<file path="src/rtl/tt_um_mode_counter_if.sv">
// Tiny-Tapeout style pin bundle for the mode counter: load byte and control in, count byte and flags out.
interface tt_um_mode_counter_if;
  logic       ena;
  logic [7:0] ui_in;
  logic [7:0] uio_in;
  logic [7:0] uo_out;
  logic [7:0] uio_out;
  logic [7:0] uio_oe;

  modport master (output ena, ui_in, uio_in, input uo_out, uio_out, uio_oe);
  modport slave  (input ena, ui_in, uio_in, output uo_out, uio_out, uio_oe);
endinterface

</file>
<file path="src/rtl/tt_um_mode_counter.sv">
// Prescaled HOLD/LOAD/UP/DOWN counter with byte-wise load/readout; count and tc/ovf/adv update one edge after the command, no backpressure.
// Define MODE_COUNTER_SAT_EN to saturate at the bounds instead of wrapping.
module tt_um_mode_counter #(
  parameter int WIDTH    = 8,
  parameter int PRESCALE = 1
) (
  input  logic                 clk,
  input  logic                 rst_n,
  tt_um_mode_counter_if.slave  bus
);

  typedef enum logic [1:0] {
    M_HOLD = 2'b00,
    M_LOAD = 2'b01,
    M_UP   = 2'b10,
    M_DOWN = 2'b11
  } mode_e;

  localparam int             PW       = (PRESCALE > 1) ? $clog2(PRESCALE) : 1;
  localparam logic [PW-1:0]  PRE_LAST = PW'(PRESCALE - 1);
  localparam logic [WIDTH-1:0] CNT_MAX = '1;

  if (WIDTH < 8 || WIDTH > 16) begin : g_bad_width
    $error("tt_um_mode_counter: WIDTH must be within 8..16");
  end
  if (PRESCALE < 1 || PRESCALE > 256) begin : g_bad_prescale
    $error("tt_um_mode_counter: PRESCALE must be within 1..256");
  end

  mode_e            mode;
  mode_e            mode_q;
  logic             en;
  logic             bsel;
  logic [WIDTH-1:0] count;
  logic [WIDTH-1:0] count_nxt;
  logic [PW-1:0]    pre;
  logic [PW-1:0]    pre_eff;
  logic [PW-1:0]    pre_nxt;
  logic             tc;
  logic             ovf;
  logic             adv;
  logic             run;
  logic             advance;
  logic             at_bound;
  logic             load;
  logic [15:0]      count_ext;
  logic [15:0]      load_ext;

  assign mode = mode_e'(bus.uio_in[1:0]);
  assign en   = bus.uio_in[2];
  assign bsel = bus.uio_in[3];

  always_comb begin
    run      = en && (mode == M_UP || mode == M_DOWN);
    // A mode change discards any partial prescale count.
    pre_eff  = (mode != mode_q) ? '0 : pre;
    advance  = run && (pre_eff == PRE_LAST);
    pre_nxt  = (run && !advance) ? pre_eff + 1'b1 : '0;
    at_bound = (mode == M_UP) ? (count == CNT_MAX) : (count == '0);
    load     = en && (mode == M_LOAD);

    count_ext              = '0;
    count_ext[WIDTH-1:0]   = count;
    load_ext               = count_ext;
    if (bsel) load_ext[15:8] = bus.ui_in;
    else      load_ext[7:0]  = bus.ui_in;

    count_nxt = count;
    if (load) begin
      count_nxt = load_ext[WIDTH-1:0];
`ifdef MODE_COUNTER_SAT_EN
    end else if (advance && !at_bound) begin
`else
    end else if (advance) begin
`endif
      count_nxt = (mode == M_UP) ? count + 1'b1 : count - 1'b1;
    end
  end

  always_ff @(posedge clk or negedge rst_n) begin
    if (!rst_n) begin
      count  <= '0;
      pre    <= '0;
      mode_q <= M_HOLD;
      tc     <= 1'b0;
      ovf    <= 1'b0;
      adv    <= 1'b0;
    end else begin
      count  <= count_nxt;
      pre    <= pre_nxt;
      mode_q <= mode;
      adv    <= advance;
      tc     <= advance && at_bound;
      if (load)                     ovf <= 1'b0;
      else if (advance && at_bound) ovf <= 1'b1;
    end
  end

  // Upper load bits beyond WIDTH are intentionally dropped.
  wire unused = &{1'b0, bus.ena, bus.uio_in[7:4], load_ext};

  assign bus.uo_out  = bsel ? count_ext[15:8] : count_ext[7:0];
  assign bus.uio_out = {adv, ovf, (count == '0), tc, 4'b0000};
  assign bus.uio_oe  = 8'hF0;

endmodule

</file>
<file path="src/flat_wrapper.sv">
// flat-port wrapper written by rule: the top's interface ports become plain ports
module tt_um_mode_counter_flat 
#(
  parameter int WIDTH    = 8,
  parameter int PRESCALE = 1
)
  (clk, rst_n, bus_ena, bus_ui_in, bus_uio_in, bus_uo_out, bus_uio_out, bus_uio_oe);
  tt_um_mode_counter_if bus_i ();
  input  logic clk;
  input  logic rst_n;
  input wire logic [$bits(bus_i.ena)-1:0] bus_ena;
  input wire logic [$bits(bus_i.ui_in)-1:0] bus_ui_in;
  input wire logic [$bits(bus_i.uio_in)-1:0] bus_uio_in;
  output wire logic [$bits(bus_i.uo_out)-1:0] bus_uo_out;
  output wire logic [$bits(bus_i.uio_out)-1:0] bus_uio_out;
  output wire logic [$bits(bus_i.uio_oe)-1:0] bus_uio_oe;
  assign bus_i.ena = bus_ena;
  assign bus_i.ui_in = bus_ui_in;
  assign bus_i.uio_in = bus_uio_in;
  assign bus_uo_out = bus_i.uo_out;
  assign bus_uio_out = bus_i.uio_out;
  assign bus_uio_oe = bus_i.uio_oe;
  tt_um_mode_counter #(.WIDTH(WIDTH), .PRESCALE(PRESCALE)) u_core (.clk(clk), .rst_n(rst_n), .bus(bus_i));
endmodule
</file>
<file path="config.mk">
export PLATFORM = sky130hd
export DESIGN_NAME = tt_um_mode_counter_flat
export DESIGN_NICKNAME = d
export VERILOG_FILES = /design/src/rtl/tt_um_mode_counter_if.sv /design/src/rtl/tt_um_mode_counter.sv /design/src/flat_wrapper.sv
export SDC_FILE = /design/constraint.sdc
export NUM_CORES = 1
export LEC_CHECK = 0
export ABC_AREA = 1
export CELL_PAD_IN_SITES_DETAIL_PLACEMENT = 0
export CELL_PAD_IN_SITES_GLOBAL_PLACEMENT = 1
export CORE_MARGIN = 5
export CORE_UTILIZATION = 32
export CTS_BUF_LIST = sky130_fd_sc_hd__clkbuf_4
export DETAILED_ROUTE_END_ITERATION = 16
export PLACE_DENSITY_LB_ADDON = 0.08
export SLEW_MARGIN = 20
export SYNTH_ARGS = -nofsm -noshare
export SYNTH_HDL_FRONTEND = slang
export SYNTH_SLANG_ARGS = --single-unit
</file>
<file path="constraint.sdc">
create_clock -name clk -period 2.2 [get_ports clk]
set_clock_uncertainty 0.15 [all_clocks]
set_input_delay 0.44 -clock clk [delete_from_list [all_inputs] [get_ports clk]]
set_output_delay 0.44 -clock clk [all_outputs]
set_load 0.01 [all_outputs]
</file>
==> results of run 1 <==
[critical path, delay by kind of cell, from the launching register on]
kind                   cells  cell delay, ns
buffers and inverters      3            0.75
DFF                        1            0.37
and+or+nand+nor            1            0.08
[final cells by class]
| type | count | share of cell area (%) |
|---|---|---|
| multi-input combinational | 132 | 43.6 |
| clock inverter | 1 | 0.222 |
| timing repair buffer | 50 | 25.9 |
| sequential | 14 | 20.7 |
| clock buffer | 3 | 1.33 |
| tap | 48 | 3.56 |
| inverter | 21 | 4.67 |
[synthesized netlist by cell type]
| cell | instances |
|---|---|
| a21boi_1 | 1 |
| a21oi_1 | 2 |
| a21oi_2 | 1 |
| a31oi_1 | 1 |
| and3_1 | 1 |
| buf_2 | 1 |
| buf_4 | 15 |
| clkbuf_1 | 1 |
| conb_1 | 2 |
| dfrtp_1 | 14 |
| ha_1 | 5 |
| inv_1 | 18 |
| inv_2 | 3 |
| nand2_1 | 34 |
| nand2_2 | 4 |
| nand2_4 | 4 |
| nand3_1 | 14 |
| nand3_2 | 2 |
| nand3b_1 | 1 |
| nand4_1 | 4 |
| nor2_1 | 25 |
| nor2_4 | 2 |
| nor3_1 | 2 |
| o211ai_1 | 2 |
| o21ai_0 | 6 |
| o21ai_2 | 3 |
| o21bai_1 | 1 |
| o21bai_4 | 1 |
| o2bb2ai_1 | 1 |
| or2_0 | 1 |
| xor2_1 | 1 |
[flip-flops by register name (all words and copies together) (netlist names)]
register / flops
u_core.pre: 1
u_core.count: 8
u_core.tc: 1
u_core.ovf: 1
u_core.adv: 1
u_core.mode_q: 2
[worst paths after layout]
kind                                 start         endpoint
max                        u_core.count[3]    bus_uo_out[3]
min                             u_core.ovf       u_core.ovf
max reg2reg                u_core.count[1]  u_core.count[2]
min reg2reg                     u_core.ovf       u_core.ovf
max in group asynchronous            rst_n  u_core.count[1]
min in group asynchronous            rst_n       u_core.ovf
[kinds of logic after synthesis]
family / count (synthesis)
AO/OA/AOI/OAI: 19
XOR/XNOR: 1
adder cells (fa/ha/maj): 5
buffers and inverters: 38
flip-flops: 14
other: 2
AND/OR/NAND/NOR: 94
[routing by layer]
metal  global-route usage (%)  share of wire, %  wire length (um)  up-vias
li1                         -                 -                 -      625
met1                     17.3                45              1450      531
met2                     23.4                45              1450       41
met3                     2.35               7.2               232        7
met4                     6.05               2.4                76        0
met5                        0                 0                 0        -
[placed cells by master, fill, tap and decap left out, types with 2 or more instances in the layout]
master	Yosys	layout
clkbuf_4	0	3
nand2_4	4	3
o21ai_0	6	6
o21ai_2	3	3
nor2_1	25	25
nand2_2	4	4
inv_1	18	16
conb_1	2	13
buf_4	15	25
clkdlybuf4s50_1	0	22
nor2_4	2	2
nor3_1	2	2
a21oi_2	1	2
nand4_1	4	4
inv_2	3	5
nand2_1	34	34
dfrtp_1	14	14
o211ai_1	2	2
dlygate4sd2_1	0	2
nand3_1	14	13
ha_1	5	5
nand3_2	2	3
[power groups by stage]
| stage | Sequential [W] | Clock, W | Combinational (W) |
|---|---|---|---|
| finish | 0.000387 | 0.000164 | 0.00107 |
| detailed placement | 0.000404 | 0 | 0.00101 |
| global placement | 0.000400 | 0 | 0.000994 |
| global route | 0.000399 | 0.000182 | 0.00121 |
| CTS | 0.000392 | 0.000169 | 0.00103 |
| floorplan | 0.000396 | 0 | 0.000657 |
[through the flow]
step / setup TNS, ns / util (%) / hold WS [ns] / setup WS, ns / cells
finish: 0 / 45.8 / 0.357 / 0.125 / 269
global route: 0 / 45.8 / 0.395 / 0.00684 / 269
CTS: 0 / 44.4 / 0.363 / 0.0604 / 265
detailed placement: -2.05 / 43.6 / 0.334 / -0.215 / 260
global placement: -1.79 / 43.6 / 0.337 / -0.214 / 260
floorplan: 0 / - / -0.00559 / 0.414 / 184
[timing repair]
| action | 4_1_cts | 5_1_grt |
|---|---|---|
| gates resized for setup | 3 | 5 |
| endpoints found under the setup margin | 9 | 4 |
| hold endpoints to repair | 0 | 0 |
| setup buffers | 1 | 4 |
==> results_dict.tcl, run 1 <==
set metrics [dict create \
    status "finished, final reports clean" \
    area_delta_synth_final_pct 37.6 \
    fill_cells 394 \
    synth_compound_area_share_pct 11.3 \
    cts.sinks 14 \
    routed_wl_mm 3.21 \
    seq_power_share_pct 23.9 \
    p_switching_w 0.000730 \
    critical_path.max_fanout 2 \
    clockBufferDepth 2 \
    synth_top_cell_area_share_pct 28.5 \
    finalNetCount 246 \
    grt_pass1_wl_mm 5.62 \
    finalPower_w 0.00162 \
    first_pass_iters 4 \
    ioPinCount 43 \
    crit_type "reg2out" \
    rrSetupSlack_ns 0.42 \
    dieArea_um2 5170 \
    maxSlewViolCount 0 \
    yosys-top-cells-area "dfrtp_1 (29%), nand2_1 (10%), buf_4 (9.2%), nor2_1 (7.6%), nand3_1 (5.7%)" \
    fin_crit_ns 2.07 \
    initial_utilization_pct 33.3 \
    cp_slowest_stage_delay_ns 0.55 \
    postRouteAntennaNets 0 \
    grt_overflow_total 0 \
    ys_types 31 \
    fin_crit_sh_pct 94.3 \
    grt_pass1_vias 1232 \
    syn_avg_cell_area_um2 7.09 \
    arrival_ns 1.48 \
    timing.fmax_ghz 0.482 \
    startpoint_type "flop" \
    gp_congestion 0.818 \
    cp.required_ns 1.61 \
    cap_violations 0 \
    ys.warnings.count 0 \
    drc 0 \
    netlist_area_um2 1230 \
    p_leak_nw 0.877 \
    pwr-share-comb_pct 66.0 \
    worst_hold_path_type "reg2reg" \
    vias 1204 \
    grtUsageTotal_pct 13.8 \
    clk_pin_slew_ns 0.10 \
    hpwl_mm 2.60 \
    synth_xor_area_share_pct 0.714 \
    drt_iter0_drc 73 \
    worst_slew_margin_rel_pct 56.3 \
    end_kind "output pin" \
    core_area_um2 3690 \
    synth_top_family_by_area "simple AND/OR/NAND/NOR gates" \
    hold_path_depth 1 \
    path_cells "inv_1, buf_4, nor2_1, clkdlybuf4s50_1" \
    design_area_um2 1690 \
    grt_antenna_before_repair 0 \
    yosys.area.top_type "dfrtp_1" \
    die_y_um 71.9 \
    clockRootBuffer "clkbuf_4" \
    cts_tree "done" \
    clockPowerShare_pct 10.1 \
    synthAdderAreaFrac_pct 5.10 \
    hold_violations 0 \
    routedWlPerCell_um 11.9 \
    synth-simple-area-share_pct 37.4 \
    cts_buffers 3 \
    syn_inst 173 \
    setup_viol 0 \
    multi_input_area_um2 736 \
    cts_hold_buf 0 \
    ys_ff_latch 14 \
    yosysSeqAreaShare_pct 28.5 \
    placed_cell_area_um2 1610 \
    rsz0062_at_grt "false" \
    drive_gt1_share_pct 23.5 \
    p_per_area_nw_per_um2 960 \
    worst_r2r_path_depth 11 \
    intPower_w 0.000892 \
    port_buffers 25 \
    swShare_pct 45.0 \
    grt_max_degree 15 \
    synthMuxAreaShare_pct 0 \
    vias_per_cell 4.48 \
    ir_drop_mv 0.441 \
    num_antenna_cells 0 \
    seqCellArea_um2 350 \
    h-tree-depth 1 \
    dieWidth_um 71.9 \
    row_count 22 \
    slowest_stage "clkdlybuf4s50_1" \
    worst_pin_slew_ns 0.653 \
    clock_latency_ns 0.29 \
]
(Power assumes the default switching activity.)
==> run 2: changes to the inputs <==
CAP_MARGIN = 40   (was default)
TNS_END_PERCENT = 30   (was default)
clock period = 2 ns   (was 2.2 ns; I/O delays follow)
==> run 2 against run 1 <==
  * Clock-buffer cell count is the same
  * Register-to-register slack worse by 0.18 ns
  * Worst hold slack worse by 0.095 ns
  * Wire length fell by 2.4%
  * Global-route usage decreased by 1.1 points
  * Die area is the same
  * Sequential share of layout area shrank 0.24 points
  * Largest cell class unchanged
  * Highest routed layer unchanged
==> results_dict.tcl, run 2 (synthesis gave the netlist of run 1 again) <==
set metrics [dict create \
    status "finished, final reports clean" \
    routed_wl_mm 3.13 \
    fin_crit_sh_pct 97.8 \
    clockBufferDepth 2 \
    clockRootBuffer "clkbuf_4" \
    core_area_um2 3690 \
    grt_antenna_before_repair 0 \
    final_common_cell "nand2_1" \
    hpwl_mm 2.62 \
    drc 0 \
    row_count 22 \
    cts_buffers 3 \
    routedWlPerCell_um 11.5 \
    dieArea_um2 5170 \
    rrSetupSlack_ns 0.24 \
    drt_iter0_drc 79 \
    rsz0062_at_grt "true" \
    cts_tree "done" \
    grt_pass1_wl_mm 5.21 \
    placed_cell_area_um2 1650 \
    numPlacedInstances 266 \
    layoutNonFillerInstCount 273 \
    finalNetCount 250 \
    vias 1208 \
    design_area_um2 1710 \
    gp_congestion 0.802 \
    drive_gt1_share_pct 24.4 \
    worst_hold_path_type "in2reg" \
    die_y_um 71.9 \
    post-place-ws_ns -0.367 \
    ioPinCount 43 \
    grt_overflow_total 0 \
    cap_violations 0 \
    cts.sinks 14 \
    startpoint_type "input port" \
    top_regs "u_core.count x8, u_core.mode_q x2" \
    area_delta_synth_final_pct 39.2 \
    critical_path.max_fanout 9 \
    fill_cells 395 \
    first_pass_iters 4 \
    arrival_ns 1.41 \
    largest_reg_flops 8 \
    h-tree-depth 1 \
    port_buffers 25 \
    ir_drop_mv 0.381 \
    grt_max_degree 15 \
    num_antenna_cells 0 \
    p_per_area_nw_per_um2 1030 \
    clk_pin_slew_ns 0.09 \
    cts_hold_buf 0 \
    cp.required_ns 1.45 \
    vias_per_cell 4.42 \
    grt_pass1_vias 1145 \
    layout_common_cells "nand2_1 (34), buf_4 (28), nor2_1 (25), clkdlybuf4s50_1 (18), inv_1 (17)" \
    hold_violations 0 \
    grtUsageTotal_pct 12.7 \
    p_leak_nw 0.918 \
    dieWidth_um 71.9 \
    timing.fmax_ghz 0.511 \
    clock_latency_ns 0.28 \
    postRouteAntennaNets 0 \
    fin_ws_ns 0.0443 \
    maxSlewViolCount 0 \
    regMostFlops "u_core.count" \
    initial_utilization_pct 33.3 \
    setup_viol 0 \
    crit_type "in2out" \
    end_kind "output pin" \
    fin_crit_ns 1.96 \
]
==> run 2: changes by cell type in the layout (fill, tap and decap cells not counted), sizes merged <==
| cell | previous run | this run |
|---|---|---|
| dlymetal6s2s | 1 | 2 |
| nand2 | 42 | 43 |
| dlygate4sd2 | 2 | 4 |
| clkdlybuf4s15 | 0 | 1 |
| buf | 25 | 28 |
| clkdlybuf4s50 | 22 | 18 |
==> run 2: path summary, 6_finish.rpt <==
path / depth (start not counted) / endpoint / start
max: 3 / bus_uo_out[6] / bus_uio_in[3]
min: 2 / u_core.mode_q[0] / bus_uio_in[0]
max reg2reg: 13 / u_core.count[6] / u_core.count[1]
min reg2reg: 1 / u_core.ovf / u_core.ovf
max in group asynchronous: 2 / u_core.count[0] / rst_n
min in group asynchronous: 2 / u_core.pre / rst_n
==> run 2: cell type report <==
class | instances | area, um^2 | area share, %
clock buffers | 3 | 22.5 | 1.32
repair buffers | 53 | 460 | 26.9
multi-input cells | 133 | 733 | 42.9
flip-flops and latches | 14 | 350 | 20.5
well taps | 48 | 60.1 | 3.51
inverters | 21 | 78.8 | 4.61
clock inverters | 1 | 3.75 | 0.220
==> run 2: where the power goes <==
part | internal, W | switching [W] | leakage (nW) | total [W]
Combinational | 0.000547 | 0.000627 | 0.730 | 0.00117
Clock | 0.0000724 | 0.0000996 | 0.0154 | 0.000172
Sequential | 0.000361 | 0.0000580 | 0.172 | 0.000419
Total | 0.000981 | 0.000784 | 0.918 | 0.00177
==> run 2: routing by layer <==
| metal | wire length (um) | vias to the layer above | track usage, % |
|---|---|---|---|
| met5 | 0 | - | 0 |
| met4 | 47 | 0 | 4.38 |
| met3 | 180 | 4 | 2.08 |
| met2 | 1460 | 40 | 20.8 |
| met1 | 1450 | 535 | 16.9 |
| li1 | - | 629 | - |
==> run 2: per-stage QoR <==
| stage | power, W | util (%) | setup TNS, ns | hold slack [ns] |
|---|---|---|---|---|
| after detailed placement | 0.00158 | 44.8 | -4.03 | 0.325 |
| after floorplan | 0.00116 | - | 0 | -0.0456 |
| after global routing | 0.00196 | 46.3 | -0.149 | 0.277 |
| final | 0.00177 | 46.3 | 0 | 0.262 |
| after global placement | 0.00158 | 44.8 | -3.76 | 0.328 |
| after CTS | 0.00177 | 45.7 | 0 | 0.289 |
==> run 2: critical path, cell delays in order <==
cell	delay, ns
dlygate4sd2_1	0.33
nor2_1	0.13
clkdlybuf4s50_1	0.54
==> run 2: repair_timing <==
item	in CTS	in global routing
buffers inserted	1	1
gates cloned	0	1
setup endpoints to repair	13	11
hold endpoints to repair	0	0
resized for setup	7	6
==> run 3: changes to the inputs <==
ABC_CLOCK_PERIOD_IN_PS = 2000   (was default)
==> results of run 3 <==
No change in the layout: final DEF, timing and power equal those of run 2.
